### config.mk
export PLATFORM = sky130hd
export DESIGN_NAME = partition_sweep_ctrl
export DESIGN_NICKNAME = d
export VERILOG_FILES = /design/src/rtl/sweep_pkg.sv /design/src/rtl/partition_sweep_ctrl_hamming.sv /design/src/rtl/partition_sweep_ctrl.sv
export SDC_FILE = /design/constraint.sdc
export NUM_CORES = 1
export LEC_CHECK = 0
export BUFFER_PORTS_ARGS = -buffer_cell sky130_fd_sc_hd__buf_4
export CAP_MARGIN = 20
export CORE_UTILIZATION = 40
export CTS_CLUSTER_SIZE = 25
export DETAILED_ROUTE_END_ITERATION = 6
export PLACE_DENSITY = 0.7
export REMOVE_ABC_BUFFERS = 1
export SKIP_LAST_GASP = 1
export SLEW_MARGIN = 20
export SYNTH_ARGS = -nofsm -noshare
export SYNTH_HDL_FRONTEND = slang
export SYNTH_HIERARCHICAL = 1
export SYNTH_SLANG_ARGS = --single-unit
### constraint.sdc
create_clock -name clk -period 4 [get_ports clk]
set_clock_uncertainty 0.05 [all_clocks]
set_input_delay 0.4 -clock clk [delete_from_list [all_inputs] [get_ports clk]]
set_output_delay 0.4 -clock clk [all_outputs]
set_load 0.02 [all_outputs]
### src/rtl/sweep_pkg.sv
// Shared types and width helpers for the
// partition sweep controller and its helpers.
package sweep_pkg;

  typedef enum logic [2:0] {
    IDLE,
    APPLY,
    SAMPLE,
    EMIT,
    DONE
  } state_t;

  function automatic int clog2(input int v);
    int r;
    r = 0;
    while ((1 << r) < v) r = r + 1;
    return r;
  endfunction

  localparam int DEF_NUM_IN  = 7;
  localparam int DEF_NUM_OUT = 4;
  localparam int W_HD  = clog2(DEF_NUM_OUT + 1);
  localparam int W_SUM = DEF_NUM_IN + W_HD;

endpackage

### src/rtl/partition_sweep_ctrl_hamming.sv
// Hamming distance between two equal-width
// words: popcount(a ^ b).
module hamming_popcount
  import sweep_pkg::*;
#(
  parameter int WIDTH = 4,
  localparam int W_CNT = clog2(WIDTH + 1)
) (
  input  logic [WIDTH-1:0] a,
  input  logic [WIDTH-1:0] b,
  output logic [W_CNT-1:0] count
);

  // Count differing bit positions.
  always_comb begin
    count = '0;
    for (int i = 0; i < WIDTH; i++) begin
      count = count + W_CNT'(a[i] ^ b[i]);
    end
  end

endmodule

### src/rtl/partition_sweep_ctrl.sv
// Exhaustive truth-table sweep of one partition
// with streamed records and error metrics.
module partition_sweep_ctrl
  import sweep_pkg::*;
#(
  parameter int NUM_IN  = 7,
  parameter int NUM_OUT = 4,
  parameter int SETTLE  = 1,
  localparam int HD_W  = clog2(NUM_OUT + 1),
  localparam int SUM_W = NUM_IN + HD_W
) (
  input  logic               clk,
  input  logic               rst_n,
  input  logic               start,
  input  logic               abort,
  output logic [NUM_IN-1:0]  pi,
  input  logic [NUM_OUT-1:0] po_approx,
  input  logic [NUM_OUT-1:0] po_exact,
  output logic               rec_valid,
  input  logic               rec_ready,
  output logic [NUM_IN-1:0]  rec_idx,
  output logic [NUM_OUT-1:0] rec_po,
  output logic [HD_W-1:0]    rec_hd,
  output logic               busy,
  output logic               done,
  output logic [NUM_IN:0]    err_count,
  output logic [SUM_W-1:0]   hd_sum,
  output logic [HD_W-1:0]    hd_max
);

  state_t state;
  state_t nxt;

  logic [3:0]        cnt;
  logic [NUM_IN-1:0] idx;
  logic [HD_W-1:0]   hd;
  logic              xfer;
  logic              last;
  logic              settle_end;
  logic              go;

  hamming_popcount #(
    .WIDTH(NUM_OUT)
  ) u_hd (
    .a    (po_approx),
    .b    (po_exact),
    .count(hd)
  );

  assign xfer       = rec_valid && rec_ready;
  assign last       = (idx == {NUM_IN{1'b1}});
  assign settle_end = (cnt == 4'(SETTLE - 1));
  assign go         = start && !abort;
  assign pi         = idx;
  assign rec_idx    = idx;

  // State register.
  always_ff @(posedge clk or negedge rst_n) begin
    if (!rst_n) state <= IDLE;
    else        state <= nxt;
  end

  // Next-state decode; abort wins over everything.
  always_comb begin
    nxt = state;
    unique case (state)
      IDLE:   if (go) nxt = APPLY;
      APPLY:  begin
        if (abort)           nxt = IDLE;
        else if (settle_end) nxt = SAMPLE;
      end
      SAMPLE: nxt = abort ? IDLE : EMIT;
      EMIT:   begin
        if (abort)     nxt = IDLE;
        else if (xfer) nxt = last ? DONE : APPLY;
      end
      DONE:   nxt = IDLE;
      default: nxt = IDLE;
    endcase
  end

  // Status outputs are pure state decodes.
  always_comb begin
    busy      = 1'b0;
    rec_valid = 1'b0;
    done      = 1'b0;
    unique case (1'b1)
      (state == APPLY):  busy = 1'b1;
      (state == SAMPLE): busy = 1'b1;
      (state == EMIT): begin
        busy      = 1'b1;
        rec_valid = 1'b1;
      end
      (state == DONE):   done = 1'b1;
      default: ;
    endcase
  end

  // Settle counter, pattern index, record and metrics.
  always_ff @(posedge clk or negedge rst_n) begin
    if (!rst_n) begin
      cnt       <= '0;
      idx       <= '0;
      rec_po    <= '0;
      rec_hd    <= '0;
      err_count <= '0;
      hd_sum    <= '0;
      hd_max    <= '0;
    end else begin
      if (state == APPLY && !abort && !settle_end)
        cnt <= cnt + 4'd1;
      else
        cnt <= '0;

      if (state == IDLE && go) begin
        idx       <= '0;
        err_count <= '0;
        hd_sum    <= '0;
        hd_max    <= '0;
      end

      if (state == SAMPLE && !abort) begin
        rec_po    <= po_approx;
        rec_hd    <= hd;
        err_count <= err_count + (NUM_IN + 1)'(hd != '0);
        hd_sum    <= hd_sum + SUM_W'(hd);
        if (hd > hd_max) hd_max <= hd;
      end

      if (state == EMIT && !abort && xfer && !last)
        idx <= idx + 1'b1;
    end
  end

endmodule

# After elaboration in Yosys (flattened, before gate mapping)
# Index checks and enable logic that the tools add are counted.
# totals
elab_cells,68
out_inout_bits,45
ff_bits,42
# classes
bitwise,4
eq_ne,8
n_reduce_logical,19
n_lt_le_gt_ge,1
add_sub_neg,7
muxes,21
# op_table
cell,count
$mux W3,9
$mux W10,2
$mux W8,2
$mux W7,2
$pmux W3 S4,1
$add A10 B3 Y10,1
$add A3 B3 Y3,3
$logic_and A1 B1 Y1,9
$add A8 B1 Y8,1
$add A7 B1 Y7 const B,1
$eq A7 B7 Y1 const B,1
$eq A3 B2 Y1 const B,2
$ne A3 B3 Y1 const B,2
$add A4 B1 Y4 const B,1
$logic_not A4 Y1,1
$mux W4,1
$reduce_bool A2 Y1,2
$xor A1 B1 Y1,4
$eq A3 B1 Y1 const B,1
$eq A3 B3 Y1 const B,1
$gt A3 B3 Y1,1
$logic_not A1 Y1,3
$logic_not A3 Y1,1
$mux W1,3
5 further kinds,5

# Logic depth before layout (Yosys ltp)
# logic_depth
word_depth,7
depth_mapped,13
ltp_nobuf,13

# Hierarchy
# The synthesis kept the hierarchy.
# by_module_without_submodules
module,cells_per_inst,seq_area_each_um2,instances,area_each_um2
partition_sweep_ctrl,238,1051.0,1,2284.7
hamming_popcount,9,0.0,1,87.6

# Least setup slack after synthesis
# Ideal clock, no wire load.
# synth_path
path_kind,input to register
from,in po_approx[1]
to,reg hd_sum[6]
required_ns,3.813
setup_time_ns,0.137
stages,11
t_arrival_ns,2.576
n_path_buf,0
slack_ns,1.237
cell_sequence,xnor2_1 -> fa_1 -> inv_1 -> ha_1 -> ha_1 -> inv_1 -> fa_1 -> nor2b_1 -> o21a_1 -> nand2_1 -> mux2i_1
# synth_between
elab_chain_cells,6
# synth_rtl
element,line_no,rtl
"start, declared",partition_sweep_ctrl.sv:17,"input logic [NUM_OUT-1:0] po_approx,"
$xor A1 B1 Y1,partition_sweep_ctrl_hamming.sv:18,count = count + W_CNT'(a[i] ^ b[i]);
$add A3 B3 Y3 (3 in a row),partition_sweep_ctrl_hamming.sv:18,
named net hd[1],partition_sweep_ctrl.sv:36,logic [HD_W-1:0] hd;
$add A10 B3 Y10,partition_sweep_ctrl.sv:126,hd_sum <= hd_sum + SUM_W'(hd);
$mux W10,partition_sweep_ctrl.sv:122,if (state == SAMPLE && !abort) begin
"end signal, assigned",partition_sweep_ctrl.sv:126,
"end, declared",partition_sweep_ctrl.sv:27,"output logic [SUM_W-1:0] hd_sum,"
# The timed path passes the listed nets, and every way through them passes these cells.
# A chain may end at the register's enable or synchronous reset.

# Worst setup path in the final report
# Same ends and word-level chain as after synthesis.

==> flow_summary.yaml <==
detailed_routing:
  wl_per_cell_um: 14.07
  final_antenna_net_count: 0
  viasPerCell: 5.227
  drtPass1Iterations: 4
  drc: 0
  vias: 1934
  wirelength_um: 5205
  drt-initial-drc-count: 88
clock_network:
  clock_latency_ps: 290
  cts_resized: 0
  cts_max_level: 2
  numClockSinks: 42
  numCtsBuffers: 5
  cts_setup_buffers: 0
  clockRootBuffer: "clkbuf_8"
  path_clk_slew_ps: 80
  tritoncts: "yes"
  ctsHoldBuffers: 0
  clock_path_buffers: 2
place:
  dp_hpwl_um: 3751
  numPortBuffers: 57
  place_area_um2: 2795
  gp_congestion: 0.7943
  pre_cts_ws_ps: 920.2
timing:
  period_minus_slack_ps: 2856
  fin_crit_sh_pct: 71.40
  maxSlewHeadroom_pct: 35.57
  setup_tns_ps: 0
  worstMarginPinSlew_ps: 961.9
  rsz0062_at_grt: "no"
  finalWorstSetupSlack_ps: 1144
  timing.fmax_mhz: 350.1
  setup_violations: 0
  hold_viol_final: 0
  drv_slew: 0
yosys:
  synth_flop_cell: "dfrtp_1"
  synth_top_family_by_area: "simple AND/OR/NAND/NOR gates"
  async_flop_share_pct: 100.0
  yosys.area.top_type: "dfrtp_1"
  seq_area_frac_synth_pct: 44.30
  synth_warnings: 6
  synthXorXnorAreaFrac_pct: 2.954
  synth-compound-area-share_pct: 15.19
  synth-edff-count: 0
  synthSimpleGateAreaFrac_pct: 19.51
  synth.avg_cell_area_um2: 9.604
  syn_area_um2: 2372
  synthAdderAreaFrac_pct: 8.544
  synth.distinct_cells: 42
  ys_top_cells_by_area: "dfrtp_1, ha_1, nand2_1"
  synthMuxAreaShare_pct: 2.954
  synthCells: 247
  synth_top_area_share_pct: 44.30
  ys_seq_elements: 42
finish:
  area_delta_synth_final_pct: 22.47
  fin_area_um2: 2905
  nets: 325
  drive_above_1_share_pct: 24.50
  antenna_cells: 0
  fin_util_pct: 51.81
  n_fill_cell: 541
global_routing:
  track_usage_pct: 18.26
  grt_max_degree: 43
  antenna_found_initial: 0
  grt_pass1_vias: 1869
  grt_pass1_wl_um: 8942
  grt_overflow: 0
floorplan:
  num_rows: 27
  die_w_um: 79.01
  die_area_um2: 6243
  core_area_um2: 5608
  io-pin-count: 58
  start_util_pct: 42.30
  die_h_um: 79.01
worst_setup_path:
  worst-r2r-cell-count: 5
  crit_type: "in2reg"
  cp_data_required_time_ps: 4120
  start_kind: "input pin"
  worstPathMaxFanout: 4
  worst-r2r-setup-slack_ps: 1950
  cp.arrival_ps: 2980
  cp-end-kind: "register"
job:
  max-cap-violations: 0
status:
  status: "finished, final reports clean"
power_and_ir_drop:
  p_leak_nw: 1.410
  pwr_density_cell_nw_per_um2: 519.0
  irDropWorstVdd_mv: 0.2539
hold_path:
  hp-class: "in2async"
final timing paths:
path / to / start
hold reg to reg: hd_sum[9] / hd_sum[9]
setup reg to reg: hd_sum[5] / state[1]
setup / recovery: hd_sum[6] / po_approx[1]
max in group asynchronous: err_count[6] / rst_n
hold / removal: rec_po[1] / rst_n
min in group clk: rec_po[3] / po_approx[3]
flip-flops by register name, indices dropped and copies added (netlist names):
name	count
err_count	8
state	3
cnt	4
rec_po	4
hd_max	3
rec_hd	3
pi	7
hd_sum	10
metrics by stage:
step	hold WS (ps)	cells	total power, mW
4_1_cts	60.71	370	1.524
2_1_floorplan	54.41	232	0.9585
5_1_grt	84.79	370	1.609
3_3_place_gp	380.4	362	1.183
3_5_place_dp	381.5	362	1.202
6_report	29.12	370	1.508
cells in the final DEF (no fill, tap or decap), types with 2 or more instances in the layout:
| cell | count |
|---|---|
| fa_1 | 2 |
| mux2i_1 | 7 |
| o21a_1 | 5 |
| ha_1 | 13 |
| nand4_1 | 5 |
| o21ai_1 | 12 |
| nor2b_1 | 2 |
| a21oi_1 | 11 |
| nor2_1 | 18 |
| nor3_1 | 2 |
| dfrtp_1 | 42 |
| o21bai_1 | 2 |
| o21ai_0 | 6 |
| buf_4 | 58 |
| xor2_1 | 4 |
| clkbuf_8 | 8 |
| a31oi_1 | 3 |
| nor4b_1 | 2 |
| a22o_1 | 5 |
| inv_1 | 14 |
| xnor2_1 | 4 |
| nand2_1 | 36 |
| and3_1 | 6 |
| nand3_1 | 14 |
| o211ai_1 | 2 |
synth_stat cells, types with 2 or more instances:
| library cell | n |
|---|---|
| dfrtp_1 | 42 |
| nand2_1 | 36 |
| nor2_1 | 18 |
| inv_1 | 14 |
| nand3_1 | 14 |
| ha_1 | 13 |
| o21ai_1 | 12 |
| a21oi_1 | 11 |
| buf_4 | 7 |
| mux2i_1 | 7 |
| and3_1 | 6 |
| o21ai_0 | 6 |
| a22o_1 | 5 |
| nand4_1 | 5 |
| o21a_1 | 5 |
| buf_2 | 4 |
| xnor2_1 | 4 |
| xor2_1 | 4 |
| a31oi_1 | 3 |
| buf_6 | 2 |
| clkbuf_1 | 2 |
| fa_1 | 2 |
| nor2b_1 | 2 |
| nor3_1 | 2 |
| nor4b_1 | 2 |
| o211ai_1 | 2 |
| o21bai_1 | 2 |
worst max-delay path, cell delays in order:
cell	delay, ps
buf_4	120
xnor2_1	130
fa_1	550
inv_1	40
ha_1	190
ha_1	330
inv_1	110
fa_1	460
nor2b_1	270
o21a_1	200
nand2_1	70
mux2i_1	120
layout make-up:
| class | count | area (um2) | area share (%) |
|---|---|---|---|
| Multi-Input combinational cell | 176 | 1166 | 40.14 |
| Sequential cell | 42 | 1051 | 36.18 |
| Timing Repair Buffer | 58 | 435.4 | 14.99 |
| Clock buffer | 8 | 110.1 | 3.790 |
| Tap cell | 72 | 90.09 | 3.101 |
| Inverter | 14 | 52.55 | 1.809 |
metal layers:
layer	share of wire, %	wire, um	track usage [%]
met5	0	0	0
met4	1.2	62	5.273
met3	5.9	307	4.253
met2	48	2506	30.95
met1	45	2329	23.08
kinds of logic (layout without fill, tap and decap cells):
logic type,after synthesis,in the layout
AO/OA/AOI/OAI,53,53
XOR/XNOR,8,8
adder cells (fa/ha/maj),15,15
buffers and inverters,29,80
flip-flops,42,42
multiplexers,7,7
AND/OR/NAND/NOR,93,93
power by group:
| part | total [mW] | switching [mW] | internal (mW) |
|---|---|---|---|
| clock network | 0.320 | 0.145 | 0.174 |
| registers | 0.581 | 0.0800 | 0.501 |
| logic | 0.607 | 0.353 | 0.255 |
Power figures use the tool's default switching activity.
